**config.mk**
```make
export PLATFORM = sky130hd
export DESIGN_NAME = fismos_axi_ctrl_regs
export DESIGN_NICKNAME = d
export VERILOG_FILES = /design/src/rtl/fismos_axi_ctrl_regs.sv
export SDC_FILE = /design/constraint.sdc
export NUM_CORES = 1
export LEC_CHECK = 0
export ABC_CLOCK_PERIOD_IN_PS = 12200
export CAP_MARGIN = 10
export CELL_PAD_IN_SITES_DETAIL_PLACEMENT = 2
export CELL_PAD_IN_SITES_GLOBAL_PLACEMENT = 2
export CORE_MARGIN = 2
export CORE_UTILIZATION = 35
export DETAILED_ROUTE_END_ITERATION = 8
export PLACE_DENSITY = 0.92
export SLEW_MARGIN = 10
export SYNTH_ARGS = -nofsm -noshare
export SYNTH_HDL_FRONTEND = slang
export SYNTH_SLANG_ARGS = --single-unit
```
**constraint.sdc**
```tcl
create_clock -name S_AXI_ACLK -period 12.2 [get_ports S_AXI_ACLK]
set_input_delay 2.44 -clock S_AXI_ACLK [delete_from_list [all_inputs] [get_ports S_AXI_ACLK]]
set_output_delay 2.44 -clock S_AXI_ACLK [all_outputs]
set_load 0.02 [all_outputs]
```
**src/rtl/fismos_axi_ctrl_regs.sv**
```systemverilog
// AXI4-Lite slave with four 32-bit registers: CONTROL (RW, bit 0 reads 0 and fires ctrl_start),
// STATUS (RO), SCRATCH (RW) and DOUT (RO). Independent write and read channel FSMs.
module fismos_axi_ctrl_regs #(
    parameter int C_AXI_ADDR_WIDTH = 4,
    parameter int C_AXI_DATA_WIDTH = 32
) (
    input  logic                          S_AXI_ACLK,
    input  logic                          S_AXI_ARESET,
    input  logic                          S_AXI_AWVALID,
    output logic                          S_AXI_AWREADY,
    input  logic [C_AXI_ADDR_WIDTH-1:0]   S_AXI_AWADDR,
    input  logic [2:0]                    S_AXI_AWPROT,
    input  logic                          S_AXI_WVALID,
    output logic                          S_AXI_WREADY,
    input  logic [C_AXI_DATA_WIDTH-1:0]   S_AXI_WDATA,
    input  logic [C_AXI_DATA_WIDTH/8-1:0] S_AXI_WSTRB,
    output logic                          S_AXI_BVALID,
    input  logic                          S_AXI_BREADY,
    output logic [1:0]                    S_AXI_BRESP,
    input  logic                          S_AXI_ARVALID,
    output logic                          S_AXI_ARREADY,
    input  logic [C_AXI_ADDR_WIDTH-1:0]   S_AXI_ARADDR,
    input  logic [2:0]                    S_AXI_ARPROT,
    output logic                          S_AXI_RVALID,
    input  logic                          S_AXI_RREADY,
    output logic [C_AXI_DATA_WIDTH-1:0]   S_AXI_RDATA,
    output logic [1:0]                    S_AXI_RRESP,
    output logic [31:0]                   ctrl_reg,
    output logic                          ctrl_start,
    input  logic [31:0]                   status_in,
    input  logic [31:0]                   dout_in
);

    localparam logic [1:0] IDX_CTRL    = 2'd0;
    localparam logic [1:0] IDX_STATUS  = 2'd1;
    localparam logic [1:0] IDX_SCRATCH = 2'd2;
    localparam logic [1:0] IDX_DOUT    = 2'd3;

    typedef enum logic [1:0] {W_IDLE, W_ADDR, W_DATA, W_RESP} wstate_t;
    typedef enum logic {R_IDLE, R_VALID} rstate_t;

    wstate_t     wstate;
    rstate_t     rstate;
    logic [1:0]  aw_idx_q;
    logic [31:0] wdata_q;
    logic [3:0]  wstrb_q;
    logic [31:0] scratch_q;

    logic        aw_hs, w_hs, ar_hs, commit_go;
    logic [1:0]  c_idx;
    logic [31:0] c_data;
    logic [3:0]  c_strb;

    // Protection bits and the byte offset within a word play no part in decode.
    logic unused_ok;
    assign unused_ok = ^{S_AXI_AWPROT, S_AXI_ARPROT, S_AXI_AWADDR, S_AXI_ARADDR};

    assign S_AXI_RRESP = 2'b00;

    function automatic logic [31:0] merge(input logic [31:0] old, input logic [31:0] d,
                                          input logic [3:0] s);
        logic [31:0] r;
        for (int i = 0; i < 4; i++)
            r[i*8 +: 8] = s[i] ? d[i*8 +: 8] : old[i*8 +: 8];
        return r;
    endfunction

    always_comb begin
        aw_hs     = S_AXI_AWVALID && S_AXI_AWREADY;
        w_hs      = S_AXI_WVALID && S_AXI_WREADY;
        ar_hs     = S_AXI_ARVALID && S_AXI_ARREADY;
        commit_go = ((wstate == W_IDLE) && aw_hs && w_hs) ||
                    ((wstate == W_ADDR) && w_hs) ||
                    ((wstate == W_DATA) && aw_hs);
        // Whichever half was captured earlier comes from the holding register.
        c_idx  = (wstate == W_ADDR) ? aw_idx_q : S_AXI_AWADDR[3:2];
        c_data = (wstate == W_DATA) ? wdata_q  : S_AXI_WDATA;
        c_strb = (wstate == W_DATA) ? wstrb_q  : S_AXI_WSTRB;
    end

    always_ff @(posedge S_AXI_ACLK or posedge S_AXI_ARESET) begin
        if (S_AXI_ARESET) begin
            wstate        <= W_IDLE;
            S_AXI_AWREADY <= 1'b0;
            S_AXI_WREADY  <= 1'b0;
            S_AXI_BVALID  <= 1'b0;
            S_AXI_BRESP   <= 2'b00;
            aw_idx_q      <= 2'd0;
            wdata_q       <= 32'd0;
            wstrb_q       <= 4'd0;
            ctrl_reg      <= 32'd0;
            scratch_q     <= 32'd0;
            ctrl_start    <= 1'b0;
        end else begin
            ctrl_start <= 1'b0;
            if (commit_go) begin
                case (c_idx)
                    IDX_CTRL: begin
                        ctrl_reg    <= merge(ctrl_reg, c_data, c_strb) & 32'hFFFF_FFFE;
                        ctrl_start  <= c_strb[0] && c_data[0];
                        S_AXI_BRESP <= 2'b00;
                    end
                    IDX_SCRATCH: begin
                        scratch_q   <= merge(scratch_q, c_data, c_strb);
                        S_AXI_BRESP <= 2'b00;
                    end
                    default: S_AXI_BRESP <= 2'b10;
                endcase
                S_AXI_BVALID  <= 1'b1;
                S_AXI_AWREADY <= 1'b0;
                S_AXI_WREADY  <= 1'b0;
                wstate        <= W_RESP;
            end else begin
                case (wstate)
                    W_IDLE: begin
                        // Also raises both readys on the first edge out of reset.
                        S_AXI_AWREADY <= !aw_hs;
                        S_AXI_WREADY  <= !w_hs;
                        if (aw_hs) begin
                            aw_idx_q <= S_AXI_AWADDR[3:2];
                            wstate   <= W_ADDR;
                        end else if (w_hs) begin
                            wdata_q <= S_AXI_WDATA;
                            wstrb_q <= S_AXI_WSTRB;
                            wstate  <= W_DATA;
                        end
                    end
                    W_RESP: begin
                        if (S_AXI_BREADY) begin
                            S_AXI_BVALID  <= 1'b0;
                            S_AXI_AWREADY <= 1'b1;
                            S_AXI_WREADY  <= 1'b1;
                            wstate        <= W_IDLE;
                        end
                    end
                    default: ;
                endcase
            end
        end
    end

    // Register values sampled here are pre-commit on a coincident write edge.
    always_ff @(posedge S_AXI_ACLK or posedge S_AXI_ARESET) begin
        if (S_AXI_ARESET) begin
            rstate        <= R_IDLE;
            S_AXI_ARREADY <= 1'b0;
            S_AXI_RVALID  <= 1'b0;
            S_AXI_RDATA   <= '0;
        end else begin
            case (rstate)
                R_IDLE: begin
                    S_AXI_ARREADY <= 1'b1;
                    if (ar_hs) begin
                        case (S_AXI_ARADDR[3:2])
                            IDX_CTRL:    S_AXI_RDATA <= ctrl_reg;
                            IDX_STATUS:  S_AXI_RDATA <= status_in;
                            IDX_SCRATCH: S_AXI_RDATA <= scratch_q;
                            default:     S_AXI_RDATA <= dout_in;
                        endcase
                        S_AXI_RVALID  <= 1'b1;
                        S_AXI_ARREADY <= 1'b0;
                        rstate        <= R_VALID;
                    end
                end
                default: begin
                    if (S_AXI_RREADY) begin
                        S_AXI_RVALID  <= 1'b0;
                        S_AXI_ARREADY <= 1'b1;
                        rstate        <= R_IDLE;
                    end
                end
            endcase
        end
    end

endmodule

```
==> impl_metrics.ini, run 1 <==
[status]
status = finished clean

[synth]
syn_inst = 428
syn-cell-area_um2 = 6700
synth_edf_count = 0
synth_ff_type = dfrtp_1
synth_compound_area_share_pct = 1.53
muxShareOfSynthArea_pct = 38.8
synthSimpleGateAreaFrac_pct = 3.91
synthXorXnorAreaFrac_pct = 0
synthTopCellsByArea = dfrtp_1 53%, mux2_2 27%, mux4_2 10%
yosysWarnings = 0
synth.top_cell.area_share_pct = 53.4
synth_seq_area_share_pct = 53.4
synth_top_family_by_area = multiplexers
synth.most_common_cell = mux2_2
synth_largest_area_cell = dfrtp_1
synthAdderAreaFrac_pct = 0
synthTopCellsByCount = 161 x mux2_2, 143 x dfrtp_1, 31 x mux4_2, 14 x nand2_1, 9 x clkbuf_1
synth_area_per_cell_um2 = 15.6
synth_seq_cells = 143
synth_cell_types = 28
async_reset_ff_share_pct = 100

[cells_and_area]
layout.nets = 730
fin_area_um2 = 9380
n_antenna_cell = 0
n_fill_cell = 1725
instances_no_fill = 856
largestRegisters = S_AXI_RDATA: 32 flops, scratch_q: 32 flops, wdata_q: 32 flops
area_growth_pct = 40.1
drive_gt1_share_pct = 38.9

[route]
drtIter0Drc = 130
viasPerCell = 5.18
wl_um = 20600
ant_nets = 0
wl_per_cell_um = 24.0
drt_first_pass_iters = 4
drc = 0
vias = 4433

[power]
p_clk_share_pct = 24.3
power_density_nw_per_um2 = 264
swShare_pct = 33.6
peakVddDrop_mv = 0.107
p_total_uw = 2480
p_int_uw = 1640
power.share.sequential_pct = 35.2
netSwitchingPower_uw = 832
p_leak_uw = 0.00387
p_comb_share_pct = 40.6

[die]
dieArea_um2 = 20300
num_rows = 50
ios = 195
die_w_um = 142
die_h_um = 142
core_um2 = 18800
initial_core_util_pct = 35.7

[global_routing]
gr-total-overflow = 0
grt_max_degree = 77
antenna_found_initial = 1
grt_pass1_vias = 5448
grt_pass1_wl_um = 32000
track_usage_pct = 21.3

[timing]
setup_viol = 0
worst_slack_ns = 7.55
slew_viol_final = 0
min_period_ns = 4.65
clock_skew_ns = 0.00859
tns_ns = 0
hold_violations = 0
worst_pin_slew_ns = 1.17
fin_crit_sh_pct = 38.1
max-slew-margin-rel_pct = 21.8
rsz0062_at_grt = false
fmax_ghz = 0.215

[cts]
h-tree-depth = 4
cts_tree = yes
post_cts_buffers = 0
clock_path_buffers = 2
cts_buffers = 17
root_buffer = clkbuf_16
clock_sinks = 143
cts_resized = 0
postCtsHoldBufs = 0
clock_latency_ns = 0.42
cts.clk_slew.worst_paths_ns = 0.06

[placed_design]
place.detailed.hpwl_um = 14200
pre_cts_ws_ns = 7.06
place_area_um2 = 8700
dp.cells = 824
gp_congestion = 0.769
io_buffer_count = 180

[min_path]
min_path_type = register to register

[critical_path]
cp.arrival_ns = 4.95
start_kind = primary input
worstPathRequired_ns = 12.50
endpoint_kind = register
crit_fanout = 12
critical_path_class = primary input to register

[run]
maxCapViolations = 0
-- per-layer routing --
| metal | global-route usage [%] | share of wire, % | vias up |
|---|---|---|---|
| li1 | - | - | 1949 |
| met1 | 23.5 | 37 | 2331 |
| met2 | 40.5 | 56 | 127 |
| met3 | 4.51 | 4.3 | 26 |
| met4 | 7.14 | 2.0 | 0 |
| met5 | 0 | 0 | - |
-- kinds of logic (layout without fill, tap and decap cells) --
family	count (synthesis)	after routing
compound gates	17	17
mux	200	200
other cells	1	4
simple gates	38	38
buf+inv	29	220
flops	143	143
-- layout by cell type (no fill, tap or decap), drive strengths merged --
cell type,n
clkdlybuf4s50,178
mux2,161
dfrtp,143
mux4,31
clkbuf,19
nand2,14
mux2i,8
nor3,8
o21ai,7
bufinv,6
buf,6
a21oi,5
inv,5
nor2,4
conb,4
clkinv,4
nand2b,3
a31oi,3
nor2b,3
nand4,2
clkinvlp,2
nand3,2
a211o,1
nor4bb,1
nor4,1
o31a,1
-- worst max-delay path, stage by stage --
cell and delay, ns:
clkdlybuf4s50_1 0.53, a21oi_1 0.11, a211o_1 0.59, nor3_2 0.85, mux2_2 0.43
-- path summary, 6_finish.rpt --
path                       cells past startpoint  slack (ns)                startpoint                        to
max                                            5        7.55             S_AXI_AWVALID  scratch_q[3]$_DFFE_PP0P_
min                                            2        0.48  S_AXI_BVALID$_DFFE_PP0P_  S_AXI_BVALID$_DFFE_PP0P_
max reg2reg                                    5        9.26     wstate[1]$_DFFE_PP0P_  ctrl_reg[30]$_DFFE_PP0P_
min reg2reg                                    2        0.48  S_AXI_BVALID$_DFFE_PP0P_  S_AXI_BVALID$_DFFE_PP0P_
max in group asynchronous                      3        8.28              S_AXI_ARESET    wdata_q[2]$_DFFE_PP0P_
min in group asynchronous                      2        2.51              S_AXI_ARESET  ctrl_reg[10]$_DFFE_PP0P_
-- power by group through the flow --
stage / Clock, uW / Sequential [uW] / Combinational, uW
finish: 601 / 870 / 1000
CTS: 613 / 873 / 1020
global placement: 0 / 842 / 951
detailed placement: 0 / 873 / 1010
global route: 633 / 901 / 1070
floorplan: 0 / 948 / 497
-- layout make-up --
type / instances / area [um^2] / share of cell area, %
multi-input cells: 259 / 2990 / 31.8
clock inverters: 13 / 235 / 2.51
well taps: 234 / 293 / 3.12
clock buffers: 19 / 443 / 4.72
inverters: 4 / 20.0 / 0.213
flip-flops and latches: 143 / 3580 / 38.2
repair buffers: 184 / 1820 / 19.4
-- through the flow --
step	util, %	hold WS (ns)
after floorplan	-	0.474
after global placement	46.4	0.467
after detailed placement	46.4	0.468
after CTS	50.0	0.484
after global routing	50.0	0.508
final	50.0	0.480
No activity file was read; power rests on OpenSTA's default activity.
==> inputs of run 2 (changes only) <==
ABC_CLOCK_PERIOD_IN_PS = 4200   (was 12200)
CORE_UTILIZATION = 29   (was 35)
PLACE_DENSITY = 0.82   (was 0.92)
clock period = 4.2 ns   (was 12.2 ns; I/O delays follow)
==> impl_metrics.ini, run 2 (synthesis results as in run 1) <==
[timing]
hold_ws_ns = 0.484
hold_violations = 0
setup_viol = 0
worst_pin_slew_ns = 0.990
fmax_ghz = 0.355
min_period_ns = 2.82
max-slew-margin-rel_pct = 34.0
worst_slack_ns = 1.38
slew_viol_final = 0
clock_skew_ns = 0.00973
fin_crit_sh_pct = 67.1
tns_ns = 0
rsz0062_at_grt = false

[critical_path]
timing.rr.end = scratch_q[27]$_DFFE_PP0P_
reg2reg_depth = 4
rr_startpoint = wstate[1]$_DFFE_PP0P_
endpoint_kind = register
crit_path_start = S_AXI_AWVALID
start_kind = primary input
cp_cell_sequence = clkdlybuf4s50_1 > a21oi_1 > a211o_1 > nor3_4 > mux2_2
critical-path-max-stage-delay_ns = 0.63
critical_path_class = primary input to register
crit_fanout = 12
worstPathRequired_ns = 4.50
cp-endpoint = ctrl_reg[12]$_DFFE_PP0P_
cpMaxStageDelayCell = nor3_4
r2r_setup_slack_ns = 1.59
cp.arrival_ns = 3.12

[cts]
clock_sinks = 143
h-tree-depth = 4
root_buffer = clkbuf_16
cts.clk_slew.worst_paths_ns = 0.06
cts_buffers = 17
postCtsHoldBufs = 0
clock_path_buffers = 2
clock_latency_ns = 0.42
post_cts_buffers = 0
cts_tree = yes
cts_resized = 0

[power]
peakVddDrop_mv = 0.270
p_clk_share_pct = 24.6
power.share.sequential_pct = 35.2
p_int_uw = 4780
swShare_pct = 33.0
p_leak_uw = 0.00390
p_comb_share_pct = 40.2
power_density_nw_per_um2 = 751
netSwitchingPower_uw = 2350

[die]
num_rows = 55
dieArea_um2 = 24300
core_um2 = 22600
die_w_um = 156
initial_core_util_pct = 29.6
die_h_um = 156
ios = 195

[global_routing]
gr-total-overflow = 0
grt_pass1_wl_um = 31500
grt_max_degree = 65
antenna_found_initial = 0
grt_pass1_vias = 5290
track_usage_pct = 17.3

[min_path]
min_path_type = register to register

[route]
viasPerCell = 4.91
drc = 0
vias = 4477
wl_um = 20000
drt_first_pass_iters = 3
ant_nets = 0
drtIter0Drc = 91
wl_per_cell_um = 22.0

[run]
maxCapViolations = 0

[placed_design]
place.detailed.hpwl_um = 14400
gp_congestion = 0.747
dp.cells = 881
pre_cts_ws_ns = 0.906
io_buffer_count = 180

[cells_and_area]
n_antenna_cell = 0
final_cell_mix = 178 x clkdlybuf4s50_1, 161 x mux2_2, 143 x dfrtp_1
largestRegisters = S_AXI_RDATA: 32 flops, scratch_q: 32 flops, wdata_q: 32 flops
instances_no_fill = 912
drive_gt1_share_pct = 39.4
multi_input_comb_area_um2 = 2990
area_growth_pct = 41.8
final-seq-area_um2 = 3580
layout.nets = 736
n_fill_cell = 2180
layout_commonest_cell = clkdlybuf4s50_1

[status]
status = finished clean
==> run 2: routing by layer <==
metal / GRT usage, % / wire length [um]
met1: 20.9 / 8340
met5: 0 / 0
met3: 5.22 / 1210
met2: 30.5 / 10300
met4: 3.93 / 164
==> run 2: how the worst min path moves through the flow <==
| stage | slack, ns | from | cells after the start | endpoint |
|---|---|---|---|---|
| after floorplan | 0.47 | wdata_q[10]$_DFFE_PP0P_ | 1 | wdata_q[10]$_DFFE_PP0P_ |
| after global placement | 0.47 | S_AXI_BVALID$_DFFE_PP0P_ | 2 | S_AXI_BVALID$_DFFE_PP0P_ |
| after detailed placement | 0.47 | S_AXI_BVALID$_DFFE_PP0P_ | 2 | S_AXI_BVALID$_DFFE_PP0P_ |
| after CTS | 0.48 | S_AXI_BVALID$_DFFE_PP0P_ | 2 | S_AXI_BVALID$_DFFE_PP0P_ |
| after global routing | 0.52 | S_AXI_RVALID$_DFFE_PP0P_ | 2 | S_AXI_RVALID$_DFFE_PP0P_ |
| final | 0.48 | S_AXI_BVALID$_DFFE_PP0P_ | 2 | S_AXI_BVALID$_DFFE_PP0P_ |
==> run 2: final cells by class <==
class	count	share of cell area, %
sequential	143	37.7
multi-input combinational	259	31.5
timing repair buffer	190	19.8
clock buffer	19	4.67
tap	285	3.76
clock inverter	12	2.44
inverter	4	0.198
==> run 2: power groups by stage <==
stage               registers, uW  clock network, uW  logic [uW]
floorplan                    2750                  0        1440
global placement             2450                  0        2790
detailed placement           2530                  0        2910
CTS                          2520               1800        2920
global route                 2610               1860        3080
finish                       2510               1750        2870
==> run 2: worst max-delay path: cells and delay by family <==
| kind | cells | cell delay [ns] |
|---|---|---|
| AOI/OAI and AO/OA | 2 | 0.71 |
| and+or+nand+nor | 1 | 0.63 |
| muxes | 1 | 0.40 |
| buffers and inverters | 1 | 0.52 |
==> run 2: metrics by stage <==
step	instance area [um^2]	util, %	total power [uW]
floorplan	6710	-	4200
global placement	8820	39.0	5240
detailed placement	8820	39.0	5440
CTS	9490	41.9	7240
global route	9490	41.9	7550
finish	9490	41.9	7130
